### src/rtl/complex_xif_ctrl.sv
// CV-X-IF front-end for the combinational complex unit: decodes custom-0 ADD/CONJ,
// drives the unit from issue operands and returns results through an in-order FIFO.
module complex_xif_ctrl #(
    parameter int unsigned ID_WIDTH   = 4,
    parameter int unsigned FIFO_DEPTH = 2
) (
    input  logic                clk_i,
    input  logic                rst_ni,
    input  logic                issue_valid_i,
    output logic                issue_ready_o,
    input  logic [31:0]         issue_instr_i,
    input  logic [ID_WIDTH-1:0] issue_id_i,
    input  logic [31:0]         issue_rs1_i,
    input  logic [31:0]         issue_rs2_i,
    output logic                issue_accept_o,
    output logic                issue_writeback_o,
    output logic                cu_op_o,
    output logic [31:0]         cu_a_o,
    output logic [31:0]         cu_b_o,
    input  logic [31:0]         cu_c_i,
    output logic                result_valid_o,
    input  logic                result_ready_i,
    output logic [ID_WIDTH-1:0] result_id_o,
    output logic [4:0]          result_rd_o,
    output logic [31:0]         result_data_o,
    output logic                result_we_o
);

    localparam int unsigned PW = (FIFO_DEPTH > 1) ? $clog2(FIFO_DEPTH) : 1;
    localparam int unsigned CW = $clog2(FIFO_DEPTH + 1);

    typedef enum logic {
        OP_ADD  = 1'b0,
        OP_CONJ = 1'b1
    } cu_op_e;

    logic            hit;
    cu_op_e          op;
    logic            push;
    logic            pop;
    logic [PW-1:0]   wr_ptr;
    logic [PW-1:0]   rd_ptr;
    logic [CW-1:0]   count;
    logic            unused_instr;

    logic [ID_WIDTH-1:0] id_mem   [FIFO_DEPTH];
    logic [4:0]          rd_mem   [FIFO_DEPTH];
    logic [31:0]         data_mem [FIFO_DEPTH];

    // Register-source fields are don't-care for decode.
    assign unused_instr = ^issue_instr_i[24:15];

    always_comb begin
        hit = 1'b0;
        op  = OP_ADD;
        if (issue_instr_i[6:0] == 7'b0001011 && issue_instr_i[14:12] == 3'b000) begin
            if (issue_instr_i[31:25] == 7'h00) begin
                hit = 1'b1;
            end else if (issue_instr_i[31:25] == 7'h01) begin
                hit = 1'b1;
                op  = OP_CONJ;
            end
        end
    end

    assign cu_op_o = op;
    assign cu_a_o  = issue_rs1_i;
    assign cu_b_o  = issue_rs2_i;

    assign issue_ready_o     = (count < CW'(FIFO_DEPTH));
    assign issue_accept_o    = issue_valid_i & issue_ready_o & hit;
    assign issue_writeback_o = issue_accept_o;

    assign push = issue_accept_o;
    assign pop  = result_valid_o & result_ready_i;

    assign result_valid_o = (count != '0);
    assign result_we_o    = result_valid_o;
    assign result_id_o    = id_mem[rd_ptr];
    assign result_rd_o    = rd_mem[rd_ptr];
    assign result_data_o  = data_mem[rd_ptr];

    function automatic logic [PW-1:0] ptr_inc(input logic [PW-1:0] p);
        return (p == PW'(FIFO_DEPTH - 1)) ? '0 : p + PW'(1);
    endfunction

    always_ff @(posedge clk_i or negedge rst_ni) begin
        if (!rst_ni) begin
            wr_ptr <= '0;
            rd_ptr <= '0;
            count  <= '0;
            for (int unsigned i = 0; i < FIFO_DEPTH; i++) begin
                id_mem[i]   <= '0;
                rd_mem[i]   <= '0;
                data_mem[i] <= '0;
            end
        end else begin
            if (push) begin
                id_mem[wr_ptr]   <= issue_id_i;
                rd_mem[wr_ptr]   <= issue_instr_i[11:7];
                data_mem[wr_ptr] <= cu_c_i;
                wr_ptr           <= ptr_inc(wr_ptr);
            end
            if (pop) begin
                rd_ptr <= ptr_inc(rd_ptr);
            end
            case ({push, pop})
                2'b10:   count <= count + CW'(1);
                2'b01:   count <= count - CW'(1);
                default: count <= count;
            endcase
        end
    end

endmodule
### config.mk
export PLATFORM = sky130hd
export DESIGN_NAME = complex_xif_ctrl
export DESIGN_NICKNAME = d
export VERILOG_FILES = /design/src/rtl/complex_xif_ctrl.sv
export SDC_FILE = /design/constraint.sdc
export NUM_CORES = 1
export LEC_CHECK = 0
export ABC_AREA = 1
export ABC_CLOCK_PERIOD_IN_PS = 4000
export CORE_UTILIZATION = 43
export CTS_CLUSTER_SIZE = 25
export DETAILED_ROUTE_END_ITERATION = 7
export MAX_ROUTING_LAYER = met4
export PLACE_DENSITY = 0.94
export SLEW_MARGIN = 15
export SYNTH_ARGS = -nofsm -noshare
export SYNTH_HDL_FRONTEND = slang
export SYNTH_SLANG_ARGS = --single-unit
### constraint.sdc
create_clock -name clk_i -period 4 [get_ports clk_i]
set_input_delay 0.8 -clock clk_i [delete_from_list [all_inputs] [get_ports clk_i]]
set_output_delay 0.8 -clock clk_i [all_outputs]
set_load 0.01 [all_outputs]
==> flow_metrics.py, run 1 <==
metrics = {
    "synthesis": {
        "yosysUniqueCellTypes": 22,
        "yosysTopAreaCell": "dfrtp_1",
        "netlist.area_leader.share_pct": 45.5,
        "ys_seq_elements": 86,
        "yosysWarnings": 0,
        "syn-num-nets": 739,
        "avgSynthCellArea_sq_um": 7.86,
        "synthTopCellsByArea": "dfrtp_1 (45%), nand2_1 (23%), nand4_1 (11%), buf_4 (10%), buf_6 (3.8%)",
        "synth_cells": 602,
        "synth_area_sq_um": 4730,
        "ys_seq_area_share_pct": 45.5,
    },
    "critical_path": {
        "critPathKind": "primary input to output pin",
        "cpLargestDelayFamily": "buffers and inverters",
        "required_ns": 3.20,
        "cp.buffers_inverters": 4,
        "r2r_end": "data_mem[49]$_DFFE_PN0P_",
        "r2r_start": "count[1]$_DFFE_PN0P_",
        "crit_chain": "clkdlybuf4s50_1 > inv_1 > nor2_1 > nand3_1 > nor2_4 > nand2_1 > inv_1 > clkdlybuf4s50_1",
        "cp_data_arrival_time_ns": 2.38,
        "end_kind": "output pin",
        "ff2ff_setup_slack_ns": 1.75,
        "max_stage_delay_ns": 0.53,
        "cpMaxStageDelayCell": "clkdlybuf4s50_1",
        "worst-path-max-fanout": 3,
        "r2r_cells": 8,
        "start_kind": "primary input",
    },
    "timing": {
        "setup_viol": 0,
        "period_share_pct": 79.5,
        "final.min_clock_period_ns": 3.18,
        "timing.fmax_mhz": 315,
        "fin_setup_tns_ns": 0,
        "slew_headroom_pct": 39.1,
        "worst_pin_slew_ns": 0.914,
        "rsz0062_at_grt": "no",
        "finClkSkew_ns": 0.00719,
        "hold_violations": 0,
        "holdWs_ns": 0.471,
        "drv_slew": 0,
    },
    "route": {
        "wl_microns": 11300,
        "wire_per_inst_microns": 14.8,
        "vias_per_cell": 5.20,
        "ant_nets": 0,
        "drc_errors": 0,
        "vias": 3958,
        "dr.pass1.iters": 4,
        "first_iter_violations": 285,
    },
    "finish": {
        "seq_area_sq_um": 2150,
        "multi_input_area_sq_um": 1760,
        "synthToLayoutAreaGrowth_pct": 16.2,
        "nets": 758,
        "final_core_util_pct": 52.3,
        "drive_above_1_share_pct": 5.45,
        "nFillCells": 966,
    },
    "clock_network": {
        "clockBufferDepth": 2,
        "htree_levels": 3,
        "cts_resized": 0,
        "cts_sinks": 86,
        "root_buffer": "clkbuf_8",
        "post_cts_buffers": 0,
        "clkLatencyLatePin_ns": 0.34,
        "cts_hold_buf": 0,
        "cts_buffers": 9,
        "clkTransAtPathRegs_ns": 0.08,
        "cts_tree": "built",
    },
    "pwr": {
        "pwr-share-comb_pct": 17.9,
        "finalPower_mw": 1.95,
        "clkPwrFrac_pct": 36.0,
        "seq_power_share_pct": 46.1,
        "leakage_nw": 2.86,
        "power.density_nw_per_um2": 355,
        "switching_share_pct": 27.3,
        "irDropWorstVdd_uv": 274,
        "p_int_mw": 1.42,
        "power.switching_mw": 0.534,
    },
    "min_path": {
        "holdPathStages": 2,
        "min_to": "data_mem[0]$_DFFE_PN0P_",
        "hold_start": "data_mem[0]$_DFFE_PN0P_",
        "worstHoldPathType": "flop to flop",
    },
    "floorplan": {
        "chipHeight_microns": 107,
        "core.rowCount": 37,
        "start_util_pct": 45.1,
        "io_pins": 247,
        "die-area_sq_um": 11400,
        "core_sq_um": 10500,
        "die_w_microns": 107,
    },
    "global_route": {
        "grtUsageTotal_pct": 21.4,
        "antenna_found_initial": 1,
        "grt_pass1_wl_microns": 18800,
        "grt-ovfl-total": 0,
        "grt_max_degree": 85,
        "grt_pass1_vias": 3861,
    },
    "flow_run": {
        "maxCapViolations": 0,
    },
    "placed_design": {
        "dp_hpwl_microns": 6800,
        "place_congestion": 0.766,
        "port_buffers": 108,
    },
    "run_status": {
        "outcome": "complete, no violations",
    },
}
cell usage after synthesis (all sizes together):
cell type  instances
nand3b             1
xor2               2
ha                 1
clkbuf            18
nand2            294
buf               92
or2                1
a21oi              1
dfrtp             86
xnor2              1
o21ai              1
nand4             82
clkinv             1
nor2               8
inv                8
nand3              4
nor4               1
sequential cells by signal (all words and copies together), names as in the netlist:
signal and cells:
count 2, id_mem 8, wr_ptr 1, rd_mem 10, data_mem 64, rd_ptr 1
through the flow:
| stage | worst slack [ns] | instances | cell area (sq um) |
|---|---|---|---|
| 6_report | 0.822 | 761 | 5500 |
| 5_1_grt | 0.669 | 761 | 5500 |
| 4_1_cts | 0.808 | 760 | 5500 |
| 3_5_place_dp | 0.819 | 746 | 5270 |
| 3_3_place_gp | 0.883 | 746 | 5270 |
| 2_1_floorplan | 1.56 | 602 | 4730 |
power groups by stage:
stage	registers [mW]	clock network (mW)	logic (mW)
final	0.900	0.703	0.350
after global routing	0.902	0.760	0.378
after CTS	0.900	0.728	0.356
after detailed placement	0.917	0	0.353
after global placement	0.915	0	0.349
after floorplan	0.911	0	0.246
logic make-up (layout without fill, tap and decap cells):
kind of cell    Yosys count  in the layout  synth area share (%)
compound gates            2              2                 0.211
xor+xnor                  3              3                 0.555
fa+ha+maj                 1              1                 0.264
buf+inv                 119            141                  17.5
flops                    86             86                  45.5
other cells               0              1                     0
simple gates            391            391                  36.0
layout make-up:
cell class / instances / area share, %
Timing Repair Buffer: 118 / 21.0
Tap cell: 136 / 3.09
Inverter: 9 / 0.614
Clock buffer: 10 / 2.32
Antenna cell: 1 / 0.0455
Sequential cell: 86 / 39.2
Clock inverter: 4 / 1.77
Multi-Input combinational cell: 397 / 32.0
cell usage in the layout (no fill, tap or decap), drive strengths merged, types with 2 or more instances in the layout:
cell type / n
buf: 11
bufinv: 3
clkbuf: 10
clkdlybuf4s50: 107
dfrtp: 86
inv: 8
nand2: 294
nand3: 4
nand4: 82
nor2: 8
xor2: 2
tightest hold or removal path: stages, from the launching register on:
cell and delay [ns]:
dfrtp_1 0.34, nand2_1 0.05, nand2_1 0.04
per-layer routing:
| layer | vias up | GRT usage (%) | part of all wire, % |
|---|---|---|---|
| li1 | 1917 | - | - |
| met3 | 31 | 5.47 | 7.6 |
| met1 | 1847 | 25.7 | 41 |
| met4 | 0 | 8.12 | 1.9 |
| met2 | 163 | 34.7 | 49 |
| met5 | - | - | 0 |
worst max-delay path by stage:
stage,startpoint,end,slack [ns],cells after the start
after floorplan,issue_instr_i[30],issue_writeback_o,1.56,7
after global routing,issue_instr_i[3],issue_accept_o,0.67,8
after detailed placement,issue_instr_i[3],issue_accept_o,0.82,8
final,issue_instr_i[3],issue_accept_o,0.82,8
after CTS,issue_instr_i[3],issue_accept_o,0.81,8
after global placement,issue_instr_i[3],issue_writeback_o,0.88,8
Note: power is estimated with default switching activity, not from simulation.
==> inputs of run 2 (changes only) <==
--- a/config.mk
+++ b/config.mk
@@ -6,12 +6,12 @@
 export NUM_CORES = 1
 export LEC_CHECK = 0
 export ABC_AREA = 1
-export ABC_CLOCK_PERIOD_IN_PS = 4000
-export CORE_UTILIZATION = 43
+export ABC_CLOCK_PERIOD_IN_PS = 2800
+export CORE_UTILIZATION = 36
 export CTS_CLUSTER_SIZE = 25
 export DETAILED_ROUTE_END_ITERATION = 7
 export MAX_ROUTING_LAYER = met4
-export PLACE_DENSITY = 0.94
+export PLACE_DENSITY = 0.85
 export SLEW_MARGIN = 15
 export SYNTH_ARGS = -nofsm -noshare
 export SYNTH_HDL_FRONTEND = slang
==> constraint.sdc (replaced) <==
create_clock -name clk_i -period 2.8 [get_ports clk_i]
set_input_delay 0.56 -clock clk_i [delete_from_list [all_inputs] [get_ports clk_i]]
set_output_delay 0.56 -clock clk_i [all_outputs]
set_load 0.01 [all_outputs]
==> flow_metrics.py, run 2 (synthesized netlist as in run 1, its figures left out) <==
metrics = {
    "run_status": {
        "outcome": "complete, no violations",
    },
    "clock_network": {
        "root_buffer": "clkbuf_16",
        "cts_resized": 0,
        "cts_buffers": 9,
        "clkLatencyLatePin_ns": 0.33,
        "cts_tree": "built",
        "clockBufferDepth": 2,
        "htree_levels": 3,
        "clkTransAtPathRegs_ns": 0.06,
        "post_cts_buffers": 0,
        "cts_sinks": 86,
        "cts_hold_buf": 0,
    },
    "placed_design": {
        "place_congestion": 0.730,
        "dp_hpwl_microns": 7230,
        "place_area_sq_um": 5380,
        "dp_cells": 788,
        "port_buffers": 108,
    },
    "critical_path": {
        "cp_data_arrival_time_ns": 2.04,
        "ff2ff_setup_slack_ns": 0.84,
        "worst-path-max-fanout": 2,
        "max_stage_delay_ns": 0.58,
        "cp.buffers_inverters": 2,
        "cpLargestDelayFamily": "buffers and inverters",
        "end_kind": "output pin",
        "critPathMostFrequentCell": "clkdlybuf4s50_1",
        "required_ns": 2.24,
        "start_kind": "primary input",
        "critPathKind": "primary input to output pin",
        "cpMaxStageDelayCell": "clkdlybuf4s50_1",
        "crit_chain": "clkdlybuf4s50_1 > nor2_1 > nand3_1 > nor4_1 > clkdlybuf4s50_1",
    },
    "global_route": {
        "grt-ovfl-total": 0,
        "grt_pass1_vias": 3844,
        "grt_max_degree": 59,
        "grt_pass1_wl_microns": 18300,
        "grtUsageTotal_pct": 18.0,
        "antenna_found_initial": 0,
    },
    "pwr": {
        "finalPower_mw": 3.10,
        "clkPwrFrac_pct": 41.4,
        "switching_share_pct": 27.3,
        "power.switching_mw": 0.844,
        "seq_power_share_pct": 41.6,
        "p_int_mw": 2.25,
        "leakage_nw": 2.93,
        "power.density_nw_per_um2": 543,
        "irDropWorstVdd_uv": 345,
        "pwr-share-comb_pct": 17.0,
    },
    "finish": {
        "nets": 764,
        "regMostFlops": "data_mem",
        "final_cells": 805,
        "finish.instance_area_sq_um": 5700,
        "reg.largest.list": "data_mem: 64 flops, rd_mem: 10 flops, id_mem: 8 flops",
        "drive_above_1_share_pct": 6.80,
        "largest_register_ffs": 64,
        "layout_common_cells": "nand2_1 (294), clkdlybuf4s50_1 (107), dfrtp_1 (84), nand4_1 (82), buf_4 (16)",
        "layout_commonest_cell": "nand2_1",
        "synthToLayoutAreaGrowth_pct": 20.4,
    },
    "floorplan": {
        "io_pins": 247,
        "die-area_sq_um": 13600,
        "start_util_pct": 37.2,
        "core.rowCount": 41,
        "core_sq_um": 12700,
        "chipHeight_microns": 117,
        "die_w_microns": 117,
    },
    "timing": {
        "period_share_pct": 93.0,
        "rsz0062_at_grt": "no",
        "timing.fmax_mhz": 384,
        "setup_viol": 0,
        "worst_pin_slew_ns": 0.663,
        "finClkSkew_ns": 0.00643,
        "hold_violations": 0,
        "fin_setup_tns_ns": 0,
        "drv_slew": 0,
        "holdWs_ns": 0.258,
        "slew_headroom_pct": 55.8,
        "final.min_clock_period_ns": 2.60,
    },
    "route": {
        "wl_microns": 11400,
        "wire_per_inst_microns": 14.1,
        "vias_per_cell": 4.91,
        "drc_errors": 0,
        "ant_nets": 0,
        "first_iter_violations": 314,
        "dr.pass1.iters": 4,
        "vias": 3949,
    },
    "flow_run": {
        "maxCapViolations": 0,
    },
    "min_path": {
        "worstHoldPathType": "primary input to asynchronous set/reset pin",
    },
}
[run 2: final timing paths]
kind	startpoint	to	depth (start not counted)
max	issue_instr_i[30]	cu_op_o	5
min	rst_ni	data_mem[53]$_DFFE_PN0P_	1
max reg2reg	count[1]$_DFFE_PN0P_	data_mem[34]$_DFFE_PN0P_	7
min reg2reg	rd_mem[9]$_DFFE_PN0P_	rd_mem[9]$_DFFE_PN0P_	2
max in group asynchronous	rst_ni	data_mem[5]$_DFFE_PN0P_	2
min in group clk_i	rd_mem[9]$_DFFE_PN0P_	rd_mem[9]$_DFFE_PN0P_	2
[run 2: power by group through the flow]
| stage | logic [mW] | registers (mW) | clock network, mW |
|---|---|---|---|
| after detailed placement | 0.534 | 1.31 | 0 |
| final | 0.526 | 1.29 | 1.28 |
| after global placement | 0.531 | 1.31 | 0 |
| after floorplan | 0.352 | 1.30 | 0 |
| after global routing | 0.572 | 1.29 | 1.35 |
| after CTS | 0.533 | 1.29 | 1.32 |
[run 2: layout make-up]
| class | count | area (sq um) |
|---|---|---|
| Tap cell | 172 | 215 |
| Clock inverter | 7 | 97.6 |
| Sequential cell | 86 | 2150 |
| Timing Repair Buffer | 124 | 1210 |
| Fill cell | 1274 | 7020 |
| Inverter | 9 | 33.8 |
| Antenna cell | 1 | 2.50 |
| Multi-Input combinational cell | 397 | 1760 |
| Clock buffer | 9 | 225 |
[run 2: layer usage]
metal / GRT usage [%] / up-vias / part of all wire [%] / routed length (microns)
li1: - / 1927 / - / -
met1: 21.1 / 1842 / 42 / 4770
met2: 30.1 / 152 / 49 / 5550
met3: 4.62 / 28 / 7.5 / 850
met5: - / - / 0 / 0
met4: 6.08 / 0 / 1.8 / 201
[run 2: through the flow]
stage	utilization, %	setup WS (ns)
after floorplan	-	0.844
final	44.8	0.196
after global placement	42.3	0.179
after CTS	44.8	0.159
after detailed placement	42.3	0.154
after global routing	44.8	0.0267
==> inputs of run 3 (changes only) <==
--- a/config.mk
+++ b/config.mk
@@ -7,11 +7,12 @@
 export LEC_CHECK = 0
 export ABC_AREA = 1
 export ABC_CLOCK_PERIOD_IN_PS = 2800
-export CORE_UTILIZATION = 36
+export CORE_UTILIZATION = 37
+export CTS_BUF_LIST = sky130_fd_sc_hd__clkbuf_8
 export CTS_CLUSTER_SIZE = 25
 export DETAILED_ROUTE_END_ITERATION = 7
 export MAX_ROUTING_LAYER = met4
-export PLACE_DENSITY = 0.85
+export PLACE_DENSITY = 0.87
 export SLEW_MARGIN = 15
 export SYNTH_ARGS = -nofsm -noshare
 export SYNTH_HDL_FRONTEND = slang
==> flow_metrics.py, run 3 (synthesized netlist as in run 1, its figures left out) <==
metrics = {
    "timing": {
        "slew_headroom_pct": 44.8,
        "hold_violations": 0,
        "fin_setup_tns_ns": 0,
        "finClkSkew_ns": 0.0119,
        "timing.fmax_mhz": 376,
        "drv_slew": 0,
        "setup_viol": 0,
        "setup_slack_ns": 0.144,
        "rsz0062_at_grt": "no",
        "period_share_pct": 94.9,
        "holdWs_ns": 0.171,
        "worst_pin_slew_ns": 0.828,
        "final.min_clock_period_ns": 2.66,
    },
    "finish": {
        "final_cells": 796,
        "largest_register_ffs": 64,
        "diodes": 0,
        "synthToLayoutAreaGrowth_pct": 17.1,
        "layout_common_cells": "nand2_1 (294), clkdlybuf4s50_1 (107), dfrtp_1 (84), nand4_1 (82), buf_4 (13)",
        "drive_above_1_share_pct": 5.89,
        "layout_commonest_cell": "nand2_1",
        "regMostFlops": "data_mem",
        "reg.largest.list": "data_mem: 64 flops, rd_mem: 10 flops, id_mem: 8 flops",
        "final_core_util_pct": 45.2,
        "nets": 761,
    },
    "floorplan": {
        "core_sq_um": 12300,
        "core.rowCount": 40,
        "die_w_microns": 115,
        "chipHeight_microns": 115,
        "die-area_sq_um": 13300,
        "start_util_pct": 38.6,
        "io_pins": 247,
    },
    "critical_path": {
        "critPathKind": "primary input to output pin",
        "start_kind": "primary input",
        "max_stage_delay_ns": 0.53,
        "cp_data_arrival_time_ns": 2.10,
        "end_kind": "output pin",
        "r2r_end": "data_mem[29]$_DFFE_PN0P_",
        "r2r_cells": 7,
        "cpMaxStageDelayCell": "clkdlybuf4s50_1",
        "ff2ff_setup_slack_ns": 0.82,
        "required_ns": 2.24,
        "worst-path-max-fanout": 3,
        "crit_chain": "clkdlybuf4s50_1 > inv_1 > nor2_1 > nand3_2 > nor2_4 > nand2_1 > inv_1 > clkdlybuf4s50_1",
        "r2r_start": "count[1]$_DFFE_PN0P_",
    },
    "clock_network": {
        "cts_tree": "built",
        "clockBufferDepth": 2,
        "root_buffer": "clkbuf_8",
        "cts_hold_buf": 0,
        "clkTransAtPathRegs_ns": 0.08,
        "clkLatencyLatePin_ns": 0.35,
        "cts_sinks": 86,
        "cts_buffers": 9,
        "htree_levels": 3,
    },
    "min_path": {
        "worstHoldPathType": "primary input to asynchronous set/reset pin",
    },
    "global_route": {
        "grt_pass1_vias": 3828,
        "grt_pass1_wl_microns": 18500,
        "grt_max_degree": 85,
        "grtUsageTotal_pct": 18.5,
        "grt-ovfl-total": 0,
        "antenna_found_initial": 0,
    },
    "placed_design": {
        "pre_cts_ws_ns": 0.0392,
        "dp_hpwl_microns": 7100,
        "port_buffers": 108,
        "place_congestion": 0.713,
        "dp_cells": 781,
    },
    "pwr": {
        "power.density_nw_per_um2": 479,
        "leakage_nw": 2.88,
        "irDropWorstVdd_uv": 343,
    },
    "route": {
        "wire_per_inst_microns": 13.9,
        "vias_per_cell": 4.96,
        "wl_microns": 11100,
        "dr.pass1.iters": 5,
        "drc_errors": 0,
        "ant_nets": 0,
        "vias": 3952,
        "first_iter_violations": 237,
    },
    "flow_run": {
        "maxCapViolations": 0,
    },
    "run_status": {
        "outcome": "complete, no violations",
    },
}
run 3: cell types whose count changed in the layout (fill, tap and decap cells not counted):
cell        before  now
nand3_1          2    1
clkinvlp_4       2    0
buf_4           16   13
diode_2          1    0
bufinv_16        2    1
inv_1            5    8
clkbuf_8         0   11
clkbuf_16        9    0
clkinv_2         1    0
clkinv_4         1    0
nand3_2          2    3
inv_6            1    0
run 3: power by group:
| group | internal (mW) | leakage, nW | switching (mW) | total, mW |
|---|---|---|---|---|
| Clock | 0.448 | 0.109 | 0.420 | 0.868 |
| Combinational | 0.191 | 1.57 | 0.315 | 0.505 |
| Sequential | 1.27 | 1.19 | 0.0183 | 1.28 |
| Total | 1.90 | 2.88 | 0.753 | 2.66 |
run 3: worst max-delay path: cells and delay by family:
kind | cells | cell delay [ns]
simple gates | 4 | 0.42
buf+inv | 4 | 1.10
run 3: what timing repair did:
action,in CTS,in global routing
setup buffers,0,0
endpoints found under the setup margin,0,2
resized for setup,0,1
run 3: worst max path at each step:
stage                                     endpoint               from
after floorplan                  issue_writeback_o  issue_instr_i[30]
after CTS                           issue_accept_o   issue_instr_i[3]
after global routing             issue_writeback_o   issue_instr_i[3]
final                            issue_writeback_o   issue_instr_i[3]
after global placement    data_mem[44]$_DFFE_PN0P_   issue_instr_i[3]
after detailed placement  data_mem[56]$_DFFE_PN0P_   issue_instr_i[3]
run 3: area by class of cell:
class	count	area [sq um]
fill	1217	6720
sequential	86	2150
multi-input combinational	397	1770
timing repair buffer	121	1190
tap	168	210
clock buffer	11	151
clock inverter	4	41.3
inverter	9	33.8
run 3: through the flow:
stage | area [sq um] | total power [mW]
6_report | 5550 | 2.66
5_1_grt | 5550 | 2.78
4_1_cts | 5540 | 2.70
3_5_place_dp | 5350 | 1.82
3_3_place_gp | 5350 | 1.81
2_1_floorplan | 4730 | 1.65
run 3: per-layer routing:
| layer | routed length (microns) | part of all wire [%] | global-route usage, % | vias to the layer above |
|---|---|---|---|---|
| li1 | - | - | - | 1919 |
| met1 | 4850 | 44 | 22.8 | 1869 |
| met2 | 5400 | 49 | 29.5 | 146 |
| met3 | 711 | 6.4 | 5.01 | 18 |
| met4 | 129 | 1.2 | 5.63 | 0 |
| met5 | 0 | 0 | - | - |
